[src/rtl/dmem_arbiter.sv]
// dmem_arbiter: two-requester (core, DMA/debug) front end for a single-port
// data memory. Accept, memory and response stages form a fixed-latency
// pipeline: every granted access produces exactly one rvalid two cycles later.
module dmem_arbiter #(
  parameter int unsigned ADDR_LIMIT = 100
) (
  input  logic        clk,
  input  logic        rst,
  // core requester
  input  logic        c_req,
  input  logic        c_we,
  input  logic [31:0] c_addr,
  input  logic [31:0] c_wdata,
  input  logic [2:0]  c_func3,
  output logic        c_gnt,
  output logic        c_rvalid,
  output logic        c_err,
  output logic [31:0] c_rdata,
  // DMA / debug requester
  input  logic        d_req,
  input  logic        d_we,
  input  logic [31:0] d_addr,
  input  logic [31:0] d_wdata,
  input  logic [2:0]  d_func3,
  output logic        d_gnt,
  output logic        d_rvalid,
  output logic        d_err,
  output logic [31:0] d_rdata,
  // data memory port
  output logic        mem_rd_en,
  output logic        mem_wr_en,
  output logic [31:0] mem_addr,
  output logic [31:0] mem_wdata,
  output logic [2:0]  mem_func3,
  input  logic [31:0] mem_rdata
);

  localparam logic [31:0] LIMIT = ADDR_LIMIT;

  // Arbitration pointer: which requester wins the next conflict.
  typedef enum logic {PRIO_CORE, PRIO_DMA} prio_t;
  prio_t prio;

  logic        grant_c;
  logic        grant_d;
  logic        accept;
  logic        sel_we;
  logic [31:0] sel_addr;
  logic [31:0] sel_wdata;
  logic [2:0]  sel_func3;
  logic        func_ok;
  logic        legal;

  // Memory-stage bookkeeping that the response stage needs.
  logic        s1_valid;
  logic        s1_owner_d;
  logic        s1_err;

  // Grant is combinational so a requester is accepted in the cycle it asks;
  // reset forces both grants low immediately.
  always_comb begin
    grant_c = 1'b0;
    grant_d = 1'b0;
    if (!rst) begin
      if (c_req && (!d_req || prio == PRIO_CORE)) begin
        grant_c = 1'b1;
      end else if (d_req) begin
        grant_d = 1'b1;
      end
    end
  end

  assign c_gnt  = grant_c;
  assign d_gnt  = grant_d;
  assign accept = grant_c | grant_d;

  // Select the winner's request fields and classify the access as legal or not.
  always_comb begin
    sel_we    = grant_d ? d_we    : c_we;
    sel_addr  = grant_d ? d_addr  : c_addr;
    sel_wdata = grant_d ? d_wdata : c_wdata;
    sel_func3 = grant_d ? d_func3 : c_func3;
    if (sel_we) begin
      func_ok = (sel_func3 == 3'b000) || (sel_func3 == 3'b001) ||
                (sel_func3 == 3'b010);
    end else begin
      func_ok = (sel_func3 == 3'b000) || (sel_func3 == 3'b001) ||
                (sel_func3 == 3'b010) || (sel_func3 == 3'b100) ||
                (sel_func3 == 3'b101);
    end
    legal = func_ok && (sel_addr < LIMIT);
  end

  // Pointer flips to the other requester after each grant; idle cycles keep it.
  always_ff @(posedge clk or posedge rst) begin
    if (rst) begin
      prio <= PRIO_CORE;
    end else if (grant_c) begin
      prio <= PRIO_DMA;
    end else if (grant_d) begin
      prio <= PRIO_CORE;
    end
  end

  // Memory stage: drive the memory port only for legal accesses, zeros otherwise.
  always_ff @(posedge clk or posedge rst) begin
    if (rst) begin
      s1_valid   <= 1'b0;
      s1_owner_d <= 1'b0;
      s1_err     <= 1'b0;
      mem_rd_en  <= 1'b0;
      mem_wr_en  <= 1'b0;
      mem_addr   <= '0;
      mem_wdata  <= '0;
      mem_func3  <= '0;
    end else begin
      s1_valid   <= accept;
      s1_owner_d <= grant_d;
      s1_err     <= accept && !legal;
      mem_rd_en  <= accept && legal && !sel_we;
      mem_wr_en  <= accept && legal && sel_we;
      mem_addr   <= (accept && legal) ? sel_addr  : '0;
      mem_wdata  <= (accept && legal) ? sel_wdata : '0;
      mem_func3  <= (accept && legal) ? sel_func3 : '0;
    end
  end

  // Response stage: route the memory-stage result to its owner only, so the
  // idle requester always sees zero rvalid/rdata/err.
  always_ff @(posedge clk or posedge rst) begin
    if (rst) begin
      c_rvalid <= 1'b0;
      c_err    <= 1'b0;
      c_rdata  <= '0;
      d_rvalid <= 1'b0;
      d_err    <= 1'b0;
      d_rdata  <= '0;
    end else begin
      c_rvalid <= s1_valid && !s1_owner_d;
      c_err    <= s1_valid && !s1_owner_d && s1_err;
      c_rdata  <= (s1_valid && !s1_owner_d && mem_rd_en) ? mem_rdata : '0;
      d_rvalid <= s1_valid && s1_owner_d;
      d_err    <= s1_valid && s1_owner_d && s1_err;
      d_rdata  <= (s1_valid && s1_owner_d && mem_rd_en) ? mem_rdata : '0;
    end
  end

endmodule

[config.mk]
export PLATFORM = sky130hd
export DESIGN_NAME = dmem_arbiter
export DESIGN_NICKNAME = d
export VERILOG_FILES = /design/src/rtl/dmem_arbiter.sv
export SDC_FILE = /design/constraint.sdc
export NUM_CORES = 1
export LEC_CHECK = 0
export BUFFER_PORTS_ARGS = -buffer_cell sky130_fd_sc_hd__clkbuf_2
export CORE_AREA = 2 2 122 124
export DETAILED_ROUTE_END_ITERATION = 7
export DIE_AREA = 0 0 124 126
export PLACE_DENSITY = 0.73
export RECOVER_POWER = 50
export SYNTH_ARGS = -nofsm -noshare
export SYNTH_HDL_FRONTEND = slang
export SYNTH_SLANG_ARGS = --single-unit
[constraint.sdc]
create_clock -name clk -period 11.38 [get_ports clk]
set_input_delay 2.276 -clock clk [delete_from_list [all_inputs] [get_ports clk]]
set_output_delay 2.276 -clock clk [all_outputs]
set_load 0.005 [all_outputs]
Yosys cells after proc, flatten, opt, wreduce, memory -nomap -nowiden. Index checks and enable logic that the tools add are counted. Widths: inputs -> output; s select.

Magnitude comparators: 1. Multiplexer cells: 17. Bitwise logic cells: 2. Reduce and logical (&&, ||, !) cells: 23. Equal/unequal tests: 4.

Operator list (number): $mux 32 (6); $lt 32x7->1 const B (1); $logic_and 1x1->1 (12); $mux 1 (9); $eq 3x3->1 const B (2); $mux 3 (2); $logic_or 1x1->1 (5); $logic_not 1->1 (4); $eq 3x1->1 const B (1); $eq 3x2->1 const B (1); $logic_not 3->1 (1); $reduce_bool 2->1 (1); $not 1->1 (1); $or 1x1->1 (1).

Register bits after elaboration: 141. Input bits: 172. Word-level logic and storage cells: 62. Output and inout port bits: 139.

Depth between registers and ports, before layout. Gate-level depths: netlist (run 1).

Word-level depth: 15. Gate-level depth with buffers: 6. Depth with buffers taken out: 5.

Worst setup path before layout (run 1). OpenSTA, ideal clock, no wires.

Kind: input port to output port. Start: input port d_req. End: output port d_gnt. Stages on the path: 3. Data arrival time: 2671 ps. Buffers on the path: 0. Setup slack: 6433 ps. Required time: 9104 ps. Cells stage by stage: nor2b_1 o21ai_2 inv_2.

Longest elaborated chain between the ends: 5. Elaborated cells on any way between the ends: 6. Classes of those cells: 3 x mux; 3 x reduce/logical.

Ends and longest elaborated chain: start: declaration (line 20) `input logic d_req,`; $logic_not 1->1 (line 65) `if (c_req && (!d_req || prio == PRIO_CORE)) begin`; $logic_or 1x1->1 (line 65); $logic_and 1x1->1 (line 65); $mux 1 * (line 65); $mux 1 * (line 64) `if (!rst) begin`; end: declaration (line 25) `output logic d_gnt,`.

Every way passes the cells marked *; elsewhere a longest branch is shown, timed or not.

Worst setup path in the final report (run 1).
Start: input port rst. End: output port d_gnt.

Longest elaborated chain between the ends: 1.

Ends and longest elaborated chain: start: declaration (line 8) `input logic rst,`; $mux 1 (line 64).

Every way passes these cells.

==> impl_metrics.json, run 1 <==
{
  "run_status": "complete, but fails checks",
  "violations_in_the_final_reports": "max-capacitance violations, max-slew violations",
  "synth.yosys.warnings": 0,
  "critical_path.max_fanout": 7,
  "yosys.area_share.simple": 0.120,
  "syn2layout_area_growth_pct": 43.4,
  "cts_hold_buffers": 0,
  "fin_tns_setup_ns": 0,
  "fraction_of_final_layout_cells_with_drive_strength_greater_than_1": 0.505,
  "timing.final.hold_violations": 0,
  "worst_ir_drop_vdd_uv": 91.6,
  "postCtsSetupBuffers": 0,
  "final_period_minus_worst_setup_slack_ns": 5.49,
  "maximum_clock_path_buffer_count": 2,
  "floorplan.initialDensity": 0.364,
  "timing.critical_path.to_type": "output port",
  "hpwl_um": 10500,
  "powerDensity_mw_per_mm2": 151,
  "cp_data_arrival_time_ns": 3.22,
  "synth_mux_area_frac": 0.0828,
  "grt_usage": 0.179,
  "chipHeight_um": 126,
  "clkSinkCount": 141,
  "gp_routability_congestion": 0.778,
  "clock.fmax_mhz": 182,
  "diodes": 0,
  "final_setup_fails": 0,
  "place_inst": 860,
  "core_region_area_mm2": 0.0143,
  "cap_violations": 2,
  "synth_xor_area_frac": 0,
  "route.detailed.vias_per_inst": 4.55,
  "synth_sequential_area_ratio": 0.677,
  "overall_via_count_from_detail_route": 4051,
  "floorplan.io_pins": 311,
  "crit_required_ns": 9.10,
  "hold_path.class": "reg -> reg",
  "cts-root-buf": "sky130_fd_sc_hd__clkbuf_16",
  "syn-instance-count": 362,
  "number_of_buffers_created_by_cts": 17,
  "ctsHtreeMaxLevel": 4,
  "whs_ns": 0.488,
  "maxSlewViolCount": 110,
  "route.antenna.remaining_nets": 0,
  "synthDistinctLibCells": 32,
  "combinational_family_with_the_most_area_after_synthesis": "simple AND/OR/NAND/NOR gates",
  "synth_compound_gate_area_share": 0.0824,
  "max_slew_margin": -1.15,
  "cts_tree": "done",
  "finalClockSkew_ns": 0.00600,
  "antenna_found_initial": 0,
  "avgRoutedWirePerCell_um": 15.5,
  "detail_route.iter0.violations": 140,
  "grt_max_degree": 75,
  "crit_path_start_kind": "primary input",
  "floorplan.rows": 44,
  "timing_worst_setup_path_type": "in -> out",
  "numPortBuffers": 310,
  "final_core_utilization": 0.522,
  "timing.final.ws_setup_ns": 5.89,
  "first_pass_grt_wire_length_um": 21100,
  "dieWidth_um": 124,
  "globalRouteOverflowTotal": 0,
  "fill_cells": 1281,
  "die-area_mm2": 0.0156,
  "synth_area_mm2": 0.00521,
  "first_global_vias": 4334,
  "finalWirelength_um": 13800,
  "synth-adder-area-share": 0,
  "worst_pin_slew_ns": 3.21,
  "clock_latency_late_sink_ns": 0.41,
  "drtPass1Iterations": 4,
  "yosys_register_bits": 141,
  "final_min_period_over_clock_period": 0.483,
  "postCtsResizedCells": 0,
  "synth_area_per_cell_um2": 14.4,
  "grt_setup_unrepaired": "no",
  "final_nets": 867,
  "clock_slew_at_the_register_clock_pins_of_the_worst_setup_and_hold_paths_ns": 0.06,
  "dpl_worst_slack_ns": 5.98,
  "detail_route.drc_violations": 0,
  "reported_leakage_power_nw": 4.26,
  "layoutNonFillerInstCount": 891
}
==> cell usage in the layout (no fill, tap or decap) <==
cell / netlist / layout
sky130_fd_sc_hd__clkbuf_2: 0 / 273
sky130_fd_sc_hd__dfrtp_1: 141 / 141
sky130_fd_sc_hd__mux2i_1: 42 / 42
sky130_fd_sc_hd__a21oi_2: 40 / 40
sky130_fd_sc_hd__and3_1: 35 / 35
sky130_fd_sc_hd__clkbuf_1: 9 / 35
sky130_fd_sc_hd__conb_1: 1 / 25
sky130_fd_sc_hd__and2_1: 34 / 23
sky130_fd_sc_hd__clkbuf_16: 0 / 17
sky130_fd_sc_hd__and2_0: 0 / 11
sky130_fd_sc_hd__nor4_1: 6 / 6
sky130_fd_sc_hd__nand2_1: 4 / 4
sky130_fd_sc_hd__nor4_2: 4 / 4
sky130_fd_sc_hd__a21oi_1: 4 / 4
sky130_fd_sc_hd__clkinvlp_4: 0 / 4
sky130_fd_sc_hd__nor2b_1: 3 / 3
sky130_fd_sc_hd__inv_1: 3 / 3
sky130_fd_sc_hd__nor2_1: 3 / 3
sky130_fd_sc_hd__clkinv_2: 0 / 3
sky130_fd_sc_hd__buf_4: 4 / 3
sky130_fd_sc_hd__nand4_1: 2 / 2
sky130_fd_sc_hd__o311ai_1: 2 / 2
sky130_fd_sc_hd__a211oi_1: 2 / 2
sky130_fd_sc_hd__nand3_1: 2 / 2
sky130_fd_sc_hd__nor3_1: 2 / 2
sky130_fd_sc_hd__o21ai_0: 2 / 2
sky130_fd_sc_hd__or4_2: 1 / 2
sky130_fd_sc_hd__bufinv_16: 0 / 2
sky130_fd_sc_hd__clkinv_4: 0 / 2
sky130_fd_sc_hd__buf_1: 1 / 2
sky130_fd_sc_hd__o21ai_4: 0 / 1
sky130_fd_sc_hd__or4_4: 1 / 1
sky130_fd_sc_hd__mux2_2: 1 / 1
sky130_fd_sc_hd__a21boi_0: 1 / 1
sky130_fd_sc_hd__clkinvlp_2: 0 / 1
sky130_fd_sc_hd__clkbuf_8: 0 / 1
sky130_fd_sc_hd__inv_6: 0 / 1
sky130_fd_sc_hd__inv_8: 0 / 1
==> registers in the layout, summed over array words and instances (netlist names) <==
signal	cells
c_rdata	32
d_rdata	32
mem_addr	32
mem_wdata	32
mem_func3	3
c_err	1
c_rvalid	1
d_err	1
d_rvalid	1
mem_rd_en	1
mem_wr_en	1
prio	1
s1_err	1
s1_owner_d	1
s1_valid	1
==> path summary, 6_finish.rpt <==
kind	endpoint	start	slack (ns)	cells past startpoint
max	d_gnt	rst	5.89	5
min	c_err	s1_err	0.49	1
max reg2reg	s1_err	prio	8.67	4
min reg2reg	c_err	s1_err	0.49	1
max in group asynchronous	d_rdata[1]	rst	6.64	3
min in group asynchronous	mem_func3[1]	rst	2.85	2
==> kinds of logic (layout without fill, tap and decap cells) <==
group                  count (synthesis)  count (layout)
and+or+nand+nor                       98              98
buffers and inverters                 27             348
DFF                                  141             141
other                                  1              25
AOI/OAI and AO/OA                     52              52
muxes                                 43              43
==> where the power goes <==
part           leakage (nW)  total [mW]  switching [mW]  internal [mW]
sequential             1.90       0.512         0.00329          0.508
combinational          2.09      0.0784          0.0425         0.0359
clock                 0.276       0.535           0.207          0.328
==> critical path, cell delays in order <==
cell	delay [ns]
sky130_fd_sc_hd__clkbuf_1	0.13
sky130_fd_sc_hd__nor2b_1	0.27
sky130_fd_sc_hd__o21ai_4	0.09
sky130_fd_sc_hd__inv_1	0.27
sky130_fd_sc_hd__clkbuf_2	0.18
==> per-stage QoR <==
stage | area [µm²] | total power [mW]
finish | 7470 | 1.12
global route | 7470 | 1.17
CTS | 7520 | 1.14
detailed placement | 6940 | 0.601
global placement | 6940 | 0.598
floorplan | 5300 | 0.553
==> metal layers <==
layer / routed length (µm) / share of wire / vias to the layer above / global-route usage
met5: 0 / 0 / - / 0
met4: 405 / 0.029 / 0 / 0.0846
met3: 1080 / 0.078 / 28 / 0.0457
met2: 7390 / 0.54 / 224 / 0.324
met1: 4940 / 0.36 / 1909 / 0.192
li1: - / - / 1890 / -
==> cell type report <==
| cell class | count | area (µm²) | share of cell area |
|---|---|---|---|
| sequential | 141 | 3530 | 0.472 |
| inverter | 4 | 16.3 | 0.00218 |
| timing repair buffer | 313 | 1530 | 0.204 |
| multi-input combinational | 218 | 1590 | 0.212 |
| tap | 184 | 230 | 0.0308 |
| clock inverter | 13 | 143 | 0.0191 |
| clock buffer | 18 | 439 | 0.0588 |
==> Yosys cell counts <==
cell type,number,share of area
sky130_fd_sc_hd__o311ai_1,2,0.0034
sky130_fd_sc_hd__nor4_1,6,0.0072
sky130_fd_sc_hd__conb_1,1,0.00072
sky130_fd_sc_hd__o21ai_0,2,0.0019
sky130_fd_sc_hd__a21boi_0,1,0.0014
sky130_fd_sc_hd__buf_4,4,0.0058
sky130_fd_sc_hd__nor4_2,4,0.0096
sky130_fd_sc_hd__buf_6,1,0.0022
sky130_fd_sc_hd__buf_2,4,0.0038
sky130_fd_sc_hd__dfrtp_1,141,0.68
sky130_fd_sc_hd__nand2_1,4,0.0029
sky130_fd_sc_hd__nand3_1,2,0.0019
sky130_fd_sc_hd__mux2_2,1,0.0022
sky130_fd_sc_hd__inv_1,3,0.0022
sky130_fd_sc_hd__or4_4,1,0.0022
sky130_fd_sc_hd__nand4_1,2,0.0024
sky130_fd_sc_hd__or4_2,1,0.0017
sky130_fd_sc_hd__buf_1,1,0.00072
sky130_fd_sc_hd__o21ai_2,1,0.0017
sky130_fd_sc_hd__or4_1,1,0.0014
sky130_fd_sc_hd__mux2i_1,42,0.081
sky130_fd_sc_hd__nor2b_1,3,0.0036
sky130_fd_sc_hd__clkbuf_1,9,0.0065
sky130_fd_sc_hd__and2_1,34,0.041
sky130_fd_sc_hd__a211oi_1,2,0.0029
sky130_fd_sc_hd__nor2_1,3,0.0022
sky130_fd_sc_hd__a21oi_2,40,0.067
sky130_fd_sc_hd__a21oi_1,4,0.0038
sky130_fd_sc_hd__and3_1,35,0.042
sky130_fd_sc_hd__nor3_1,2,0.0019
sky130_fd_sc_hd__buf_12,4,0.015
sky130_fd_sc_hd__inv_2,1,0.00072
(Power assumes the default switching activity.)
==> run 2: changes to the inputs <==
CORE_AREA = 2 2 120 122   (was 2 2 122 124)
DIE_AREA = 0 0 122 124   (was 0 0 124 126)
PLACE_DENSITY = 0.75   (was 0.73)
clock period = 5.6 ns   (was 11.38 ns; I/O delays follow)
==> impl_metrics.json, run 2 (synthesized netlist as in run 1, its figures left out) <==
{
  "fraction_of_final_layout_cells_with_drive_strength_greater_than_1": 0.513,
  "timing.final.hold_violations": 0,
  "number_of_buffers_created_by_cts": 17,
  "worst_pin_slew_ns": 2.00,
  "antenna_found_initial": 0,
  "postCtsResizedCells": 0,
  "timing.critical_path.slowest_stage_cell": "sky130_fd_sc_hd__buf_4",
  "reported_leakage_power_nw": 4.31,
  "violations_in_the_final_reports": "max-capacitance violations, max-slew violations",
  "avgRoutedWirePerCell_um": 16.0,
  "core_region_area_mm2": 0.0137,
  "drtPass1Iterations": 4,
  "finalClockSkew_ns": 0.0131,
  "timing.final.ws_setup_ns": 1.92,
  "worst_ir_drop_vdd_uv": 183,
  "first_global_vias": 4081,
  "clock.fmax_mhz": 271,
  "hpwl_um": 10800,
  "first_pass_grt_wire_length_um": 20700,
  "finalWirelength_um": 14200,
  "layout.cells.most_common_list": "sky130_fd_sc_hd__clkbuf_2, sky130_fd_sc_hd__dfrtp_1, sky130_fd_sc_hd__mux2i_1, sky130_fd_sc_hd__a21oi_2, sky130_fd_sc_hd__and3_1",
  "max_slew_margin": -0.337,
  "worstPathBufferInverterCount": 4,
  "critPathMaxStageDelay_ns": 0.56,
  "final_common_cell": "sky130_fd_sc_hd__clkbuf_2",
  "timing_worst_setup_path_type": "in -> out",
  "clkSinkCount": 141,
  "clock_latency_late_sink_ns": 0.40,
  "critical_path.max_fanout": 40,
  "cp_data_arrival_time_ns": 2.56,
  "detail_route.drc_violations": 0,
  "chipHeight_um": 124,
  "globalRouteOverflowTotal": 0,
  "timing.critical_path.to_type": "output port",
  "final_nets": 866,
  "fin_tns_setup_ns": 0,
  "ctsHtreeMaxLevel": 4,
  "syn2layout_area_growth_pct": 44.1,
  "run_status": "complete, but fails checks",
  "route.detailed.vias_per_inst": 4.60,
  "place_inst": 855,
  "crit_path_cell_trace": "clkbuf_1 > nor2b_1 > o21ai_4 > buf_4 > inv_2 > clkbuf_2",
  "cts_hold_buffers": 0,
  "maximum_clock_path_buffer_count": 2,
  "dieWidth_um": 122,
  "floorplan.initialDensity": 0.380,
  "postCtsSetupBuffers": 0,
  "overall_via_count_from_detail_route": 4077,
  "final_setup_fails": 0,
  "route.antenna.remaining_nets": 0,
  "final_min_period_over_clock_period": 0.658,
  "powerDensity_mw_per_mm2": 315,
  "clock_slew_at_the_register_clock_pins_of_the_worst_setup_and_hold_paths_ns": 0.06,
  "crit_required_ns": 4.48,
  "family_with_the_most_delay_on_the_worst_path": "buffers and inverters",
  "cts_tree": "done",
  "detail_route.iter0.violations": 139,
  "layoutNonFillerInstCount": 887,
  "crit_path_start_kind": "primary input",
  "cts-root-buf": "sky130_fd_sc_hd__clkbuf_16",
  "final_period_minus_worst_setup_slack_ns": 3.68,
  "dpl_worst_slack_ns": 2.05,
  "grt_setup_unrepaired": "no",
  "floorplan.io_pins": 311,
  "maxSlewViolCount": 35,
  "cap_violations": 1,
  "gp_routability_congestion": 0.875,
  "grt_usage": 0.183,
  "diodes": 0,
  "numPortBuffers": 310,
  "floorplan.rows": 43,
  "hold_path.class": "reg -> reg",
  "grt_max_degree": 98,
  "die-area_mm2": 0.0151
}
[run 2: cell count changes in the layout (fill, tap and decap cells not counted)]
cell                         previous run  this run
sky130_fd_sc_hd__clkbuf_2             273       279
sky130_fd_sc_hd__buf_4                  3         2
sky130_fd_sc_hd__clkbuf_1              35        31
sky130_fd_sc_hd__clkinvlp_2             1         0
sky130_fd_sc_hd__inv_2                  0         1
sky130_fd_sc_hd__clkinv_2               3         0
sky130_fd_sc_hd__inv_1                  3         2
sky130_fd_sc_hd__clkinvlp_4             4         1
sky130_fd_sc_hd__and2_0                11         2
sky130_fd_sc_hd__and2_1                23        32
sky130_fd_sc_hd__inv_6                  1         7
sky130_fd_sc_hd__bufinv_16              2         3
sky130_fd_sc_hd__buf_1                  2         1
[run 2: cell type report]
class                      instances  area [µm²]
timing repair buffer             312        1530
clock inverter                    13         179
multi-input combinational        218        1590
clock buffer                      19         443
tap                              180         225
sequential                       141        3530
fill                            1192        6210
inverter                           4        20.0
[run 2: through the flow]
stage | power, mW | util | hold slack (ns) | cell area [µm²]
6_report | 2.37 | 0.547 | 0.489 | 7510
5_1_grt | 2.46 | 0.547 | 0.529 | 7510
4_1_cts | 2.40 | 0.550 | 0.491 | 7550
3_5_place_dp | 1.22 | 0.505 | 0.480 | 6930
3_3_place_gp | 1.22 | 0.505 | 0.466 | 6930
2_1_floorplan | 1.12 | - | 0.446 | 5300
[run 2: metal layers]
layer | wire length, µm | global-route usage | part of all wire
met1 | 5100 | 0.199 | 0.36
met5 | 0 | 0 | 0
met3 | 921 | 0.0440 | 0.065
met2 | 7820 | 0.341 | 0.55
met4 | 308 | 0.0776 | 0.022
[run 2: final timing paths]
| kind | slack [ns] | start | end | cells after the start |
|---|---|---|---|---|
| max | 1.92 | rst | d_gnt | 6 |
| min | 0.49 | s1_err | c_err | 1 |
| max reg2reg | 3.12 | prio | s1_err | 5 |
| min reg2reg | 0.49 | s1_err | c_err | 1 |
| max in group asynchronous | 3.55 | rst | mem_wdata[20] | 3 |
| min in group asynchronous | 0.96 | rst | mem_addr[17] | 2 |
[run 2: worst reg2reg max path: cells and delay by family, from the launching register on]
family / cells / cell delay [ns]
flip-flops: 1 / 0.44
AO/OA/AOI/OAI: 1 / 0.19
buffers and inverters: 2 / 0.79
AND/OR/NAND/NOR: 2 / 0.93
[run 2: power breakdown]
group,switching (mW),internal (mW)
Combinational,0.0874,0.0740
Clock,0.441,0.727
Sequential,0.00704,1.03
==> run 3: changes to the inputs <==
clock period = 3.4 ns   (was 5.6 ns; I/O delays follow)
==> impl_metrics.json, run 3 (synthesized netlist as in run 1, its figures left out) <==
{
  "run_status": "completed",
  "dpl_worst_slack_ns": 0.597,
  "pwr-share-comb": 0.071,
  "overall_via_count_from_detail_route": 4046,
  "placed_cell_area_mm2": 0.00699,
  "core_region_area_mm2": 0.0137,
  "power.switching_mw": 0.899,
  "whs_ns": 0.404,
  "family_with_the_most_delay_on_the_worst_path": "simple AND/OR/NAND/NOR gates",
  "met1_usage": 0.198,
  "timing.critical_path.slowest_stage_cell": "sky130_fd_sc_hd__or4_2",
  "gp_routability_congestion": 0.826,
  "globalRouteOverflowTotal": 0,
  "crit_path_start_kind": "primary input",
  "timing.final.ws_setup_ns": 1.06,
  "floorplan.initialDensity": 0.380,
  "fraction_of_final_layout_cells_with_drive_strength_greater_than_1": 0.523,
  "global_route.peak_usage_layer": "met2",
  "layout.cells.most_common_list": "sky130_fd_sc_hd__clkbuf_2, sky130_fd_sc_hd__dfrtp_1, sky130_fd_sc_hd__mux2i_1, sky130_fd_sc_hd__a21oi_2, sky130_fd_sc_hd__and3_1",
  "worst_ir_drop_vdd_uv": 303,
  "numPortBuffers": 310,
  "cts_tree": "done",
  "worstPathBufferInverterCount": 2,
  "max_slew_margin": 0.220,
  "cap_violations": 0,
  "final_nets": 869,
  "finalClockSkew_ns": 0.0114,
  "floorplan.io_pins": 311,
  "postCtsSetupBuffers": 0,
  "clock_latency_late_sink_ns": 0.40,
  "clock_slew_at_the_register_clock_pins_of_the_worst_setup_and_hold_paths_ns": 0.07,
  "floorplan.rows": 43,
  "diodes": 0,
  "maximum_clock_path_buffer_count": 2,
  "worst_pin_slew_ns": 1.17,
  "number_of_buffers_created_by_cts": 17,
  "timing.critical_path.to_type": "flip-flop",
  "grt_setup_unrepaired": "no",
  "postCtsResizedCells": 0,
  "powerDensity_mw_per_mm2": 499,
  "avgRoutedWirePerCell_um": 15.7,
  "chipHeight_um": 124,
  "fin_tns_setup_ns": 0,
  "hold_path.class": "in -> async",
  "route.antenna.remaining_nets": 0,
  "final_common_cell": "sky130_fd_sc_hd__clkbuf_2",
  "grt_max_degree": 85,
  "antenna_found_initial": 0,
  "final_min_period_over_clock_period": 0.690,
  "groute.layer.met2.usage": 0.338,
  "maxSlewViolCount": 0,
  "area_of_the_multi_input_gates_mm2": 0.00159,
  "clock.fmax_mhz": 427,
  "reported_leakage_power_nw": 4.33,
  "hpwl_um": 10800,
  "power.internal_mw": 2.86,
  "critical_path.max_fanout": 32,
  "regArea_mm2": 0.00353,
  "detail_route.iter0.violations": 187,
  "die-area_mm2": 0.0151,
  "detail_route.drc_violations": 0,
  "dieWidth_um": 122,
  "groute.layer.met3.usage": 0.0481,
  "ctsHtreeMaxLevel": 4,
  "critPathMaxStageDelay_ns": 0.93,
  "syn2layout_area_growth_pct": 44.5,
  "crit_path_cell_trace": "clkbuf_2 > nor4_1 > nand4_1 > or4_2 > buf_12 > a21oi_1",
  "crit_required_ns": 3.72,
  "final_setup_fails": 0,
  "seq_power_share": 0.456,
  "cp_data_arrival_time_ns": 2.67,
  "timing_worst_setup_path_type": "in -> reg",
  "clkSinkCount": 141,
  "timing.final.hold_violations": 0,
  "layoutNonFillerInstCount": 890,
  "fill_cells": 1187,
  "cts-root-buf": "sky130_fd_sc_hd__clkbuf_16",
  "drtPass1Iterations": 5,
  "grt_usage": 0.180,
  "first_global_vias": 4020,
  "cts_hold_buffers": 0,
  "first_pass_grt_wire_length_um": 20300,
  "final_period_minus_worst_setup_slack_ns": 2.34,
  "post_layout_instance_area_mm2": 0.00753,
  "finalWirelength_um": 14000,
  "power.share.switching": 0.239,
  "power.share.clock": 0.472,
  "place_inst": 858,
  "route.detailed.vias_per_inst": 4.55
}
[run 3: cell count changes in the layout (fill, tap and decap cells not counted), sizes merged]
| cell | before | now |
|---|---|---|
| clkinv | 2 | 4 |
| clkbuf | 328 | 327 |
| buf | 3 | 5 |
| bufinv | 3 | 1 |
| clkinvlp | 1 | 4 |
| inv | 11 | 10 |
[run 3: metrics by stage]
| step | util | total power [mW] |
|---|---|---|
| floorplan | - | 1.85 |
| global placement | 0.509 | 2.01 |
| detailed placement | 0.509 | 2.01 |
| CTS | 0.551 | 3.80 |
| global route | 0.549 | 3.91 |
| finish | 0.549 | 3.75 |
[run 3: path summary, 6_finish.rpt]
kind                                from  cells past startpoint  slack (ns)            end
min                                  rst                      2        0.40   mem_addr[17]
min reg2reg                       s1_err                      1        0.50          c_err
max in group asynchronous            rst                      3        2.19     d_rdata[2]
max reg2reg                         prio                      4        1.40  mem_wdata[31]
max                           d_addr[15]                      6        1.06  mem_wdata[31]
min in group clk           mem_rdata[20]                      2        0.49    d_rdata[20]
[run 3: power by group through the flow]
stage / Sequential (mW) / Clock (mW) / Combinational (mW)
finish: 1.71 / 1.77 / 0.268
CTS: 1.71 / 1.81 / 0.273
detailed placement: 1.74 / 0 / 0.272
floorplan: 1.74 / 0 / 0.109
global route: 1.71 / 1.90 / 0.297
global placement: 1.74 / 0 / 0.266
[run 3: cell type report]
type / instances / area share
clock buffer: 17 / 0.0565
clock inverter: 15 / 0.0199
inverter: 4 / 0.00216
multi-input combinational: 218 / 0.211
sequential: 141 / 0.469
tap: 180 / 0.0299
timing repair buffer: 315 / 0.212
[run 3: metal layers]
layer,vias to the layer above,routed length [µm]
li1,1900,-
met3,16,992
met4,0,181
met5,-,0
met1,1921,5120
met2,209,7710
